==> config.mk <==
export PLATFORM = sky130hd
export DESIGN_NAME = threshold_sweep_controller
export DESIGN_NICKNAME = d
export VERILOG_FILES = /design/src/rtl/threshold_sweep_controller.sv
export SDC_FILE = /design/constraint.sdc
export NUM_CORES = 1
export LEC_CHECK = 0
export BUFFER_PORTS_ARGS = -buffer_cell sky130_fd_sc_hd__buf_2
export CORE_UTILIZATION = 40
export DETAILED_ROUTE_END_ITERATION = 12
export GPL_TIMING_DRIVEN = 0
export PLACE_DENSITY = 0.73
export SLEW_MARGIN = 20
export SYNTH_ARGS = -nofsm -noshare
export SYNTH_HDL_FRONTEND = slang
export SYNTH_SLANG_ARGS = --single-unit
==> constraint.sdc <==
create_clock -name clk_in -period 2.7 [get_ports clk_in]
set_input_delay 0.27 -clock clk_in [delete_from_list [all_inputs] [get_ports clk_in]]
set_output_delay 0.27 -clock clk_in [all_outputs]
set_load 0.1 [all_outputs]
==> src/rtl/threshold_sweep_controller.sv <==
// Sweeps the binarisation threshold over NUM_STEPS values, scores each one over a
// frame after discarding SETTLE_FRAMES frames, then locks onto the best-scoring threshold.
module threshold_sweep_controller #(
  parameter int NUM_STEPS       = 8,
  parameter int STEP_SIZE       = 32,
  parameter int START_THRESHOLD = 0,
  parameter int SETTLE_FRAMES   = 1
) (
  input  logic        clk_in,
  input  logic        rst_in,
  input  logic        frame_start_in,
  input  logic        score_valid_in,
  input  logic [16:0] score_in,
  input  logic        recal_in,
  input  logic        manual_en_in,
  input  logic [7:0]  manual_threshold_in,
  output logic [7:0]  threshold_out,
  output logic        metric_clear_out,
  output logic        calibrating_out,
  output logic        locked_out,
  output logic [16:0] best_score_out,
  output logic [7:0]  step_out
);

  typedef enum logic [1:0] {SETTLE, MEASURE, LOCKED} state_t;

  localparam logic [7:0] LAST_STEP   = 8'(NUM_STEPS - 1);
  localparam logic [3:0] SETTLE_LAST = 4'(SETTLE_FRAMES);
  localparam logic [7:0] START_THR   = 8'(START_THRESHOLD);

  // Wide arithmetic so large step products saturate instead of wrapping.
  function automatic logic [7:0] step_threshold(input logic [7:0] k);
    logic [31:0] t;
    t = 32'(START_THRESHOLD) + 32'(k) * 32'(STEP_SIZE);
    return (t > 32'd255) ? 8'd255 : t[7:0];
  endfunction

  state_t      state_q, state_d;
  logic [7:0]  step_q, step_d;
  logic [3:0]  settle_q, settle_d;
  logic [16:0] best_score_q, best_score_d;
  logic [7:0]  best_thr_q, best_thr_d;
  logic [7:0]  threshold_q, threshold_d;
  logic        frame_q;
  logic        frame_edge;
  logic        clear;
  logic [7:0]  fsm_thr_d;

  // A held frame_start_in counts once, so metric_clear_out can never stretch.
  assign frame_edge = frame_start_in & ~frame_q;

  always_comb begin
    // NOTE: every signal gets a default before any branch, so no latch is inferred.
    state_d      = state_q;
    step_d       = step_q;
    settle_d     = settle_q;
    best_score_d = best_score_q;
    best_thr_d   = best_thr_q;
    clear        = 1'b0;

    if (recal_in) begin
      state_d      = SETTLE;
      step_d       = 8'd0;
      settle_d     = 4'd0;
      best_score_d = 17'd0;
      best_thr_d   = START_THR;
    end else if (!manual_en_in) begin
      unique case (state_q)
        SETTLE: begin
          if (frame_edge) begin
            if (settle_q == SETTLE_LAST) begin
              clear    = 1'b1;
              settle_d = 4'd0;
              state_d  = MEASURE;
            end else begin
              settle_d = settle_q + 4'd1;
            end
          end
        end
        MEASURE: begin
          if (score_valid_in) begin
            if (score_in > best_score_q) begin
              best_score_d = score_in;
              best_thr_d   = step_threshold(step_q);
            end
            if (step_q == LAST_STEP) begin
              state_d = LOCKED;
            end else begin
              step_d = step_q + 8'd1;
              // A coincident frame start is already the first frame of the next step.
              if (frame_edge && SETTLE_LAST == 4'd0) begin
                clear    = 1'b1;
                settle_d = 4'd0;
                state_d  = MEASURE;
              end else begin
                settle_d = frame_edge ? 4'd1 : 4'd0;
                state_d  = SETTLE;
              end
            end
          end else if (frame_edge) begin
            clear = 1'b1;
          end
        end
        LOCKED:  ;
        default: state_d = SETTLE;
      endcase
    end

    fsm_thr_d = (state_d == LOCKED) ? best_thr_d : step_threshold(step_d);

    if (recal_in)          threshold_d = START_THR;
    else if (manual_en_in) threshold_d = manual_threshold_in;
    else                   threshold_d = fsm_thr_d;
  end

  always_ff @(posedge clk_in) begin
    // NOTE: state registers use non-blocking assignment so every flop samples pre-edge values.
    if (rst_in) begin
      state_q      <= SETTLE;
      step_q       <= 8'd0;
      settle_q     <= 4'd0;
      best_score_q <= 17'd0;
      best_thr_q   <= START_THR;
      threshold_q  <= START_THR;
      frame_q      <= 1'b0;
    end else begin
      state_q      <= state_d;
      step_q       <= step_d;
      settle_q     <= settle_d;
      best_score_q <= best_score_d;
      best_thr_q   <= best_thr_d;
      threshold_q  <= threshold_d;
      frame_q      <= frame_start_in;
    end
  end

  assign threshold_out    = threshold_q;
  assign metric_clear_out = clear & ~rst_in;
  assign calibrating_out  = (state_q != LOCKED);
  assign locked_out       = (state_q == LOCKED);
  assign best_score_out   = best_score_q;
  assign step_out         = step_q;

endmodule

==> out/metrics.yaml, run 1 <==
cts_buffers: 5
slew_headroom_pct: 56.32
finalCritPeriodShare_pct: 94.52
synthMuxAreaShare_pct: 8.292
final_net_count: 419
critPathKind: "flop to output pin"
ys_seq_area_share_pct: 37.68
grt-ovfl-total: 0
synth_fa_ha_area_share_pct: 9.814
slew_viol_final: 0
die_x_microns: 81.84
fp-row-count: 28
drive_above_1_share_pct: 28.18
use_met2_pct: 33.06
dieHeight_microns: 81.84
cp-endpoint: "calibrating_out"
synth_top_area_share_pct: 37.68
ys_warn_count: 0
min_path_type: "input port to flop"
crit_fanout: 5
arrival_ns: 2.28
via_count: 2375
drc: 0
max-vdd-ir-drop_mv: 0.2625
grt_pass1_wl_microns: 9853
worstMarginPinSlew_ns: 0.6551
timing.max_cap.violations: 0
cts_tree: "built"
wl_per_cell_microns: 13.60
grt_pass1_vias: 2269
ff2ff_path_depth: 10
initialDrtViolationCount: 103
syn-instance-count: 295
rsz0062_at_grt: "no"
ios: 67
busiest_layer: "met2"
met1_usage_pct: 22.86
async_flop_share_pct: 0
yosys.area.top_type: "dfxtp_1"
skew_ns: 0.01053
cp-startpoint: "settle_q[0]$_SDFFE_PP0P_"
n_antenna_cell: 0
ant_nets: 0
grtUsageMet3_pct: 3.333
htreeDepth: 2
first_pass_iters: 4
viasPerCell: 5.349
ff2ff_setup_slack_ns: 0.25
status: "complete, no violations"
gp_congestion: 0.8376
yosys.cell_count.top_type: "nor2_1"
clock.fmax_mhz: 391.9
p_leak_nw: 1.267
netlist_area_sq_um: 2550
yosysUniqueCellTypes: 52
synth_compound_area_share_pct: 16.00
io_buffers: 66
design_area_sq_um: 3129
dieArea_sq_um: 6698
fin_total_pwr_mw: 1.314
drt_wl_total_microns: 6038
placeableCoreArea_sq_um: 6026
setup_tns_ns: 0
synth_common_cells: "54 x nor2_1, 48 x dfxtp_1, 21 x inv_1, 20 x ha_1, 20 x mux2i_1"
synth_edf_count: 0
r2r-start: "best_score_out[12]$_SDFFE_PP0P_"
clock_path_buffers: 2
dpl_cell_area_sq_um: 3022
clk_pin_slew_ns: 0.09
power_density_nw_per_um2: 419.8
synth_seq_cells: 48
clock_sinks: 48
grtUsageTotal_pct: 19.01
cp-end-kind: "output pin"
grt_max_degree: 15
synthTopCellsByArea: "dfxtp_1 38%, ha_1 9.8%, nor2_1 7.9%"
critPathLaunchType: "flop"
setup_viol: 0
syn_avg_cell_area_sq_um: 8.644
insertion_delay_ns: 0.30
finalHoldViolCount: 0
ctsHoldBuffers: 0
hpwl_microns: 4665
synth_simple_gate_area_share_pct: 20.85
final.min_clock_period_ns: 2.552
synth_nets: 346
antenna_found_initial: 0
reg2reg_to: "best_score_out[9]$_SDFFE_PP0P_"
yosys_most_used_dff: "dfxtp_1"
synth-xor-area-share_pct: 2.404
synth_top_family_by_area: "simple AND/OR/NAND/NOR gates"
area_growth_pct: 22.72
post-cts-setup-buffer-count: 0
start_util_pct: 42.32
root_buffer: "clkbuf_8"
worstPathRequired_ns: 2.43
==> worst min path at each step <==
stage	from	end	slack, ns	cells after the start
final	rst_in	frame_q$_SDFF_PP0_	0.18	2
after global routing	rst_in	frame_q$_SDFF_PP0_	0.17	2
after CTS	rst_in	frame_q$_SDFF_PP0_	0.16	2
after detailed placement	best_thr_q[2]$_SDFF_PP0_	best_thr_q[2]$_SDFF_PP0_	0.46	2
after global placement	best_thr_q[2]$_SDFF_PP0_	best_thr_q[2]$_SDFF_PP0_	0.45	2
after floorplan	rst_in	frame_q$_SDFF_PP0_	0.34	1
==> power breakdown <==
group / total [mW] / internal, mW / switching (mW) / leakage (nW)
Combinational: 0.146 / 0.0470 / 0.0985 / 0.826
Clock: 0.453 / 0.209 / 0.244 / 0.0445
Sequential: 0.715 / 0.713 / 0.00242 / 0.396
==> metrics by stage <==
step,util (%),instances,hold slack (ns),setup WS (ns)
floorplan,-,295,0.3416,0.00007683
global placement,50.15,436,0.4516,0.1366
detailed placement,50.15,436,0.4596,0.1294
CTS,51.70,444,0.1586,0.05897
global route,51.93,444,0.1655,0.01376
finish,51.93,444,0.1759,0.1480
==> critical path, cell delays in order (launching register included) <==
cell	delay, ns
dfxtp_1	0.44
ha_1	0.18
or3b_4	0.39
or4_4	0.54
nand3_4	0.12
clkbuf_4	0.33
==> final cells by class <==
cell class,instances,area [sq um]
plain buffers,9,41.29
clock buffers,7,86.33
fillers,606,2897
clock inverters,1,7.507
flip-flops and latches,48,980.9
multi-input cells,214,1496
well taps,75,93.84
inverters,24,90.09
repair buffers,66,332.8
==> cells in the final DEF, fill, tap and decap left out, types with 3 or more instances in the layout <==
master     Yosys  routed
a21oi_1       10      10
a31oi_1        3       3
and3_1         3       3
buf_2          2      65
clkbuf_1       7       7
clkbuf_8       0       6
dfxtp_1       48      32
dfxtp_2        0      16
ha_1          20      20
inv_1         21      21
mux2i_1       20      20
nand2_1       11      11
nand2b_1       5       5
nand3_1        4       3
nand4_1        3       3
nor2_1        54      54
nor4_1         5       3
o2111ai_1      6       6
o21ai_0       14      14
o21ai_1        4       4
o22ai_1        6       6
or4_1          3       3
xnor2_1        5       5
==> cell families after synthesis <==
family                     after synthesis
muxes                                   21
and+or+nand+nor                        105
AOI/OAI and AO/OA                       61
buffers and inverters                   33
DFF                                     48
xor gates and xnor gates                 7
adders and majority gates               20
==> sequential cells by signal (all words and copies together) (netlist names) <==
register        flops
settle_q            4
best_thr_q          8
frame_q             1
threshold_out       8
step_out            8
best_score_out     17
state_q             2
==> routing by layer <==
layer / share of wire [%] / vias up / wire, microns
li1: - / 1194 / -
met1: 45 / 1105 / 2692
met2: 49 / 63 / 2961
met3: 4.4 / 13 / 265
met4: 2.0 / 0 / 119
met5: 0 / - / 0
==> timing repair <==
item                                    CTS  global route
endpoints found under the setup margin    0            24
resized for setup                         0             6
endpoints found under the hold margin     0             0
No activity file was read; power rests on OpenSTA's default activity.
==> inputs of run 2 (changes only) <==
--- a/config.mk
+++ b/config.mk
@@ -10,6 +10,7 @@
 export DETAILED_ROUTE_END_ITERATION = 12
 export GPL_TIMING_DRIVEN = 0
 export PLACE_DENSITY = 0.73
+export RECOVER_POWER = 100
 export SLEW_MARGIN = 20
 export SYNTH_ARGS = -nofsm -noshare
 export SYNTH_HDL_FRONTEND = slang
==> out/metrics.yaml, run 2 (synthesis results as in run 1) <==
grt_pass1_wl_microns: 9853  # unchanged
root_buffer: "clkbuf_8"
start_util_pct: 42.32  # unchanged
worstPathRequired_ns: 2.43  # about the same
post-cts-setup-buffer-count: 0  # unchanged
fin_total_pwr_mw: 1.311  # -0.20%
crit_fanout: 5  # unchanged
power_density_nw_per_um2: 427.1  # +1.7%
timing.max_cap.violations: 0  # unchanged
first_pass_iters: 4  # unchanged
clock.fmax_mhz: 384.7  # -1.8%
ant_nets: 0  # unchanged
grtUsageTotal_pct: 19.01  # unchanged
arrival_ns: 2.33  # +0.05 ns
worstMarginPinSlew_ns: 1.194  # +0.5391 ns
final_net_count: 419  # unchanged
ios: 67  # unchanged
io_buffers: 66  # unchanged
drive_above_1_share_pct: 18.43  # -9.8 points
cp_cell_sequence: "ha_1, or3b_4, or4_4, nand3_1, clkbuf_4"
area_growth_pct: 20.36
finalHoldViolCount: 0  # unchanged
fin_util_pct: 50.93  # -1.0 points
layout_commonest_cell: "nor2_1"
clk_pin_slew_ns: 0.09  # about the same
slew_viol_final: 0  # unchanged
grt_pass1_vias: 2269  # unchanged
final.min_clock_period_ns: 2.600  # +0.04773 ns
n_fill_cell: 624  # +3.0%
design_area_sq_um: 3069  # -1.9%
htreeDepth: 2  # unchanged
dpl_cell_area_sq_um: 3022  # unchanged
grt-ovfl-total: 0  # unchanged
die_x_microns: 81.84  # unchanged
cts_buffers: 5  # unchanged
max-vdd-ir-drop_mv: 0.2627  # about the same
drc: 0  # unchanged
slew_headroom_pct: 20.72  # -36 points
n_antenna_cell: 0  # unchanged
viasPerCell: 5.365  # +0.29%
setup_tns_ns: 0  # unchanged
critPathKind: "flop to output pin"
gp_congestion: 0.8376  # unchanged
largest_reg_flops: 17  # unchanged
max_stage_delay_ns: 0.52  # -0.02 ns
antenna_found_initial: 0  # unchanged
cp_slowest_cell: "or4_4"
grt_max_degree: 15  # unchanged
cp-end-kind: "output pin"
clock_sinks: 48  # unchanged
final_cell_mix: "54 x nor2_1, 42 x clkbuf_1, 32 x dfxtp_1"
via_count: 2382  # +0.29%
fp-row-count: 28  # unchanged
clock_path_buffers: 2  # unchanged
dp_slack_ns: 0.1294  # unchanged
drt_wl_total_microns: 6039  # about the same
status: "complete, no violations"
wl_per_cell_microns: 13.60  # about the same
cts_tree: "built"
rsz0062_at_grt: "no"
setup_viol: 0  # unchanged
setup_ws_ns: 0.1003  # -0.04773 ns
dieArea_sq_um: 6698  # unchanged
whs_path_depth: 2  # unchanged
skew_ns: 0.009615  # -0.0009151 ns
finalCritPeriodShare_pct: 96.29  # +1.8 points
ff2ff_path_depth: 5  # -5
initialDrtViolationCount: 126  # +22%
min_path_type: "input port to flop"
insertion_delay_ns: 0.30  # about the same
placeableCoreArea_sq_um: 6026  # unchanged
p_leak_nw: 1.117  # -12%
critPathLaunchType: "flop"
dieHeight_microns: 81.84  # unchanged
hpwl_microns: 4665  # unchanged
## run 2: cell types whose count changed in the layout (fill, tap and decap cells not counted)
cell,change
buf_1,-1
buf_2,-35
clkbuf_1,+35
clkbuf_2,+1
nand3_1,+1
nand3_4,-1
nor3_1,+1
nor3_2,-1
## run 2: metrics by stage
step,instances,hold slack [ns]
CTS,444,0.1586
floorplan,295,0.3416
global placement,436,0.4516
global route,444,0.1655
finish,444,0.1726
detailed placement,436,0.4596
## run 2: worst max-delay path: cells and delay by family, from the launching register on
kind,cells,cell delay (ns)
buffers and inverters,1,0.35
and+or+nand+nor,3,1.07
adders and majority gates,1,0.18
DFF,1,0.44
## run 2: power breakdown
part           internal, mW  switching (mW)
combinational        0.0456          0.0981
sequential            0.713         0.00257
clock                 0.209           0.243
total                 0.967           0.344
## run 2: final cells by class
class                   instances  area (sq um)  share of cell area (%)
repair buffers                 66         290.3                   9.458
clock buffers                   7         86.33                   2.813
multi-input cells             214          1479                   48.19
flip-flops and latches         48         980.9                   31.96
plain buffers                   9         41.29                   1.345
inverters                      24         90.09                   2.935
well taps                      75         93.84                   3.057
clock inverters                 1         7.507                  0.2446
## run 2: metal layers
layer / vias to the layer above / wire, microns / track usage [%] / part of all wire, %
met1: 1121 / 2707 / 22.86 / 45
met2: 54 / 2985 / 33.06 / 49
met3: 13 / 225 / 3.333 / 3.7
met4: 0 / 121 / 7.895 / 2.0
li1: 1194 / - / - / -
met5: - / 0 / 0 / 0
## run 2: final timing paths
| kind | startpoint | to | slack (ns) |
|---|---|---|---|
| worst max-delay path | settle_q[0]$_SDFFE_PP0P_ | calibrating_out | 0.10 |
| worst min-delay path | rst_in | frame_q$_SDFF_PP0_ | 0.17 |
| worst max register to register | step_out[5]$_SDFF_PP0_ | threshold_out[7]$_SDFF_PP0_ | 0.19 |
| worst min register to register | best_thr_q[2]$_SDFF_PP0_ | best_thr_q[2]$_SDFF_PP0_ | 0.48 |
## run 2: repair_timing
action,CTS,global route
hold buffers,0,0
setup endpoints to repair,0,24
gates resized for setup,0,6
==> inputs of run 3 (changes only) <==
--- a/config.mk
+++ b/config.mk
@@ -8,8 +8,7 @@
 export BUFFER_PORTS_ARGS = -buffer_cell sky130_fd_sc_hd__buf_2
 export CORE_UTILIZATION = 40
 export DETAILED_ROUTE_END_ITERATION = 12
-export GPL_TIMING_DRIVEN = 0
-export PLACE_DENSITY = 0.73
+export PLACE_DENSITY_LB_ADDON = 0.1
 export RECOVER_POWER = 100
 export SLEW_MARGIN = 20
 export SYNTH_ARGS = -nofsm -noshare
==> out/metrics.yaml, run 3 (synthesis results as in run 1) <==
grt-ovfl-total: 0  # unchanged
ios: 67  # unchanged
viasPerCell: 5.190  # -3.3%
ff2ff_path_depth: 9  # +4
cts_buffers: 5  # unchanged
drive_above_1_share_pct: 18.80  # +0.37 points
dieArea_sq_um: 6698  # unchanged
use_met2_pct: 30.58  # -2.5 points
grt_pass1_wl_microns: 9625  # -2.3%
htreeDepth: 2  # unchanged
max-vdd-ir-drop_mv: 0.2530  # -3.7%
min_path_type: "input port to flop"
area_growth_pct: 20.80
cp-end-kind: "output pin"
critPathLaunchType: "flop"
timing.max_cap.violations: 0  # unchanged
setup_ws_ns: 0.1498  # +0.04950 ns
cts_resized: 0  # unchanged
ff2ff_setup_slack_ns: 0.26  # +0.07 ns
finalHoldViolCount: 0  # unchanged
busiest_layer: "met2"
rsz0062_at_grt: "no"
grt_pass1_vias: 2060  # -9.2%
start_util_pct: 42.32  # unchanged
status: "complete, no violations"
cts_tree: "built"
clock.fmax_mhz: 392.1  # +1.9%
root_buffer: "clkbuf_8"
first_pass_iters: 4  # unchanged
clock_sinks: 48  # unchanged
wl_per_cell_microns: 13.31  # -2.1%
p_leak_nw: 1.135  # +1.6%
reg2reg_to: "best_score_out[6]$_SDFFE_PP0P_"
worstPathRequired_ns: 2.43  # about the same
io_buffers: 66  # unchanged
fin_util_pct: 51.12  # +0.19 points
gp_congestion: 0.8502  # +1.5%
die_x_microns: 81.84  # unchanged
n_antenna_cell: 0  # unchanged
slew_headroom_pct: 21.79  # +1.1 points
final_cell_mix: "54 x nor2_1, 35 x clkbuf_1, 33 x dfxtp_1"
crit_fanout: 5  # unchanged
dieHeight_microns: 81.84  # unchanged
initialDrtViolationCount: 55  # -56%
post-cts-setup-buffer-count: 0  # unchanged
antenna_found_initial: 0  # unchanged
grt_max_degree: 28  # +13
whs_path_depth: 2  # unchanged
ctsHoldBuffers: 0  # unchanged
insertion_delay_ns: 0.30  # about the same
grtUsageTotal_pct: 18.47  # -0.54 points
dp_slack_ns: 0.2211  # +0.09172 ns
clock_path_buffers: 2  # unchanged
setup_tns_ns: 0  # unchanged
via_count: 2294  # -3.7%
layout_commonest_cell: "nor2_1"
whs_endpoint: "frame_q$_SDFF_PP0_"
r2r-start: "best_score_out[12]$_SDFFE_PP0P_"
fp-row-count: 28  # unchanged
power_density_nw_per_um2: 455.5  # +6.6%
fin_total_pwr_mw: 1.403  # +7.0%
hpwl_microns: 4379  # -6.1%
skew_ns: 0.007734  # -0.001882 ns
grtUsageMet3_pct: 4.000  # +0.67 points
drt_wl_total_microns: 5883  # -2.6%
finalCritPeriodShare_pct: 94.45  # -1.8 points
hold_ws_ns: 0.1898  # +0.01722 ns
largest_reg_flops: 17  # unchanged
worstMarginPinSlew_ns: 1.178  # -0.01610 ns
drc: 0  # unchanged
clk_pin_slew_ns: 0.10  # about the same
ant_nets: 0  # unchanged
placeableCoreArea_sq_um: 6026  # unchanged
final_net_count: 417  # -0.48%
worstHoldStart: "rst_in"
arrival_ns: 2.28  # -0.05 ns
setup_viol: 0  # unchanged
n_fill_cell: 620  # -0.64%
slew_viol_final: 0  # unchanged
met1_usage_pct: 24.70  # +1.8 points
final.min_clock_period_ns: 2.550  # -0.04950 ns
critPathKind: "flop to output pin"
run 3: metal layers:
metal / up-vias / part of all wire [%]
li1: 1189 / -
met1: 1058 / 48
met2: 45 / 47
met3: 2 / 4.2
met4: 0 / 0.46
met5: - / 0
run 3: where the power goes:
part	internal, mW	switching [mW]
clock network	0.280	0.268
logic	0.0444	0.0954
registers	0.713	0.00220
total	1.04	0.366
run 3: worst max-delay path, stage by stage (launching register included):
cell	delay, ns
dfxtp_1	0.42
ha_1	0.16
or3b_1	0.40
or4_4	0.54
nand3_2	0.12
clkbuf_4	0.33
run 3: worst max-delay path by stage:
stage                                               start                              end  slack, ns  cells past startpoint
final                            settle_q[0]$_SDFFE_PP0P_                  calibrating_out       0.15                      5
after global placement                       score_in[12]  best_score_out[12]$_SDFFE_PP0P_       0.31                      9
after global routing      best_score_out[12]$_SDFFE_PP0P_   best_score_out[6]$_SDFFE_PP0P_       0.03                      9
after floorplan                    step_out[1]$_SDFF_PP0_      threshold_out[6]$_SDFF_PP0_    0.00008                      7
after CTS                        settle_q[0]$_SDFFE_PP0P_                  calibrating_out       0.07                      5
after detailed placement                     score_in[12]  best_score_out[12]$_SDFFE_PP0P_       0.22                      9
run 3: final cells by class:
cell class | instances | area, sq um | share of cell area, %
Multi-Input combinational cell | 214 | 1463 | 47.48
Tap cell | 75 | 93.84 | 3.046
Inverter | 24 | 90.09 | 2.924
Clock buffer | 5 | 68.82 | 2.234
Timing Repair Buffer | 73 | 339.1 | 11.01
Clock inverter | 3 | 46.29 | 1.503
Sequential cell | 48 | 979.7 | 31.80
run 3: per-stage QoR:
stage	instance area, sq um	cells
floorplan	2597	295
global placement	3038	434
detailed placement	3038	434
CTS	3153	442
global route	3080	442
finish	3080	442
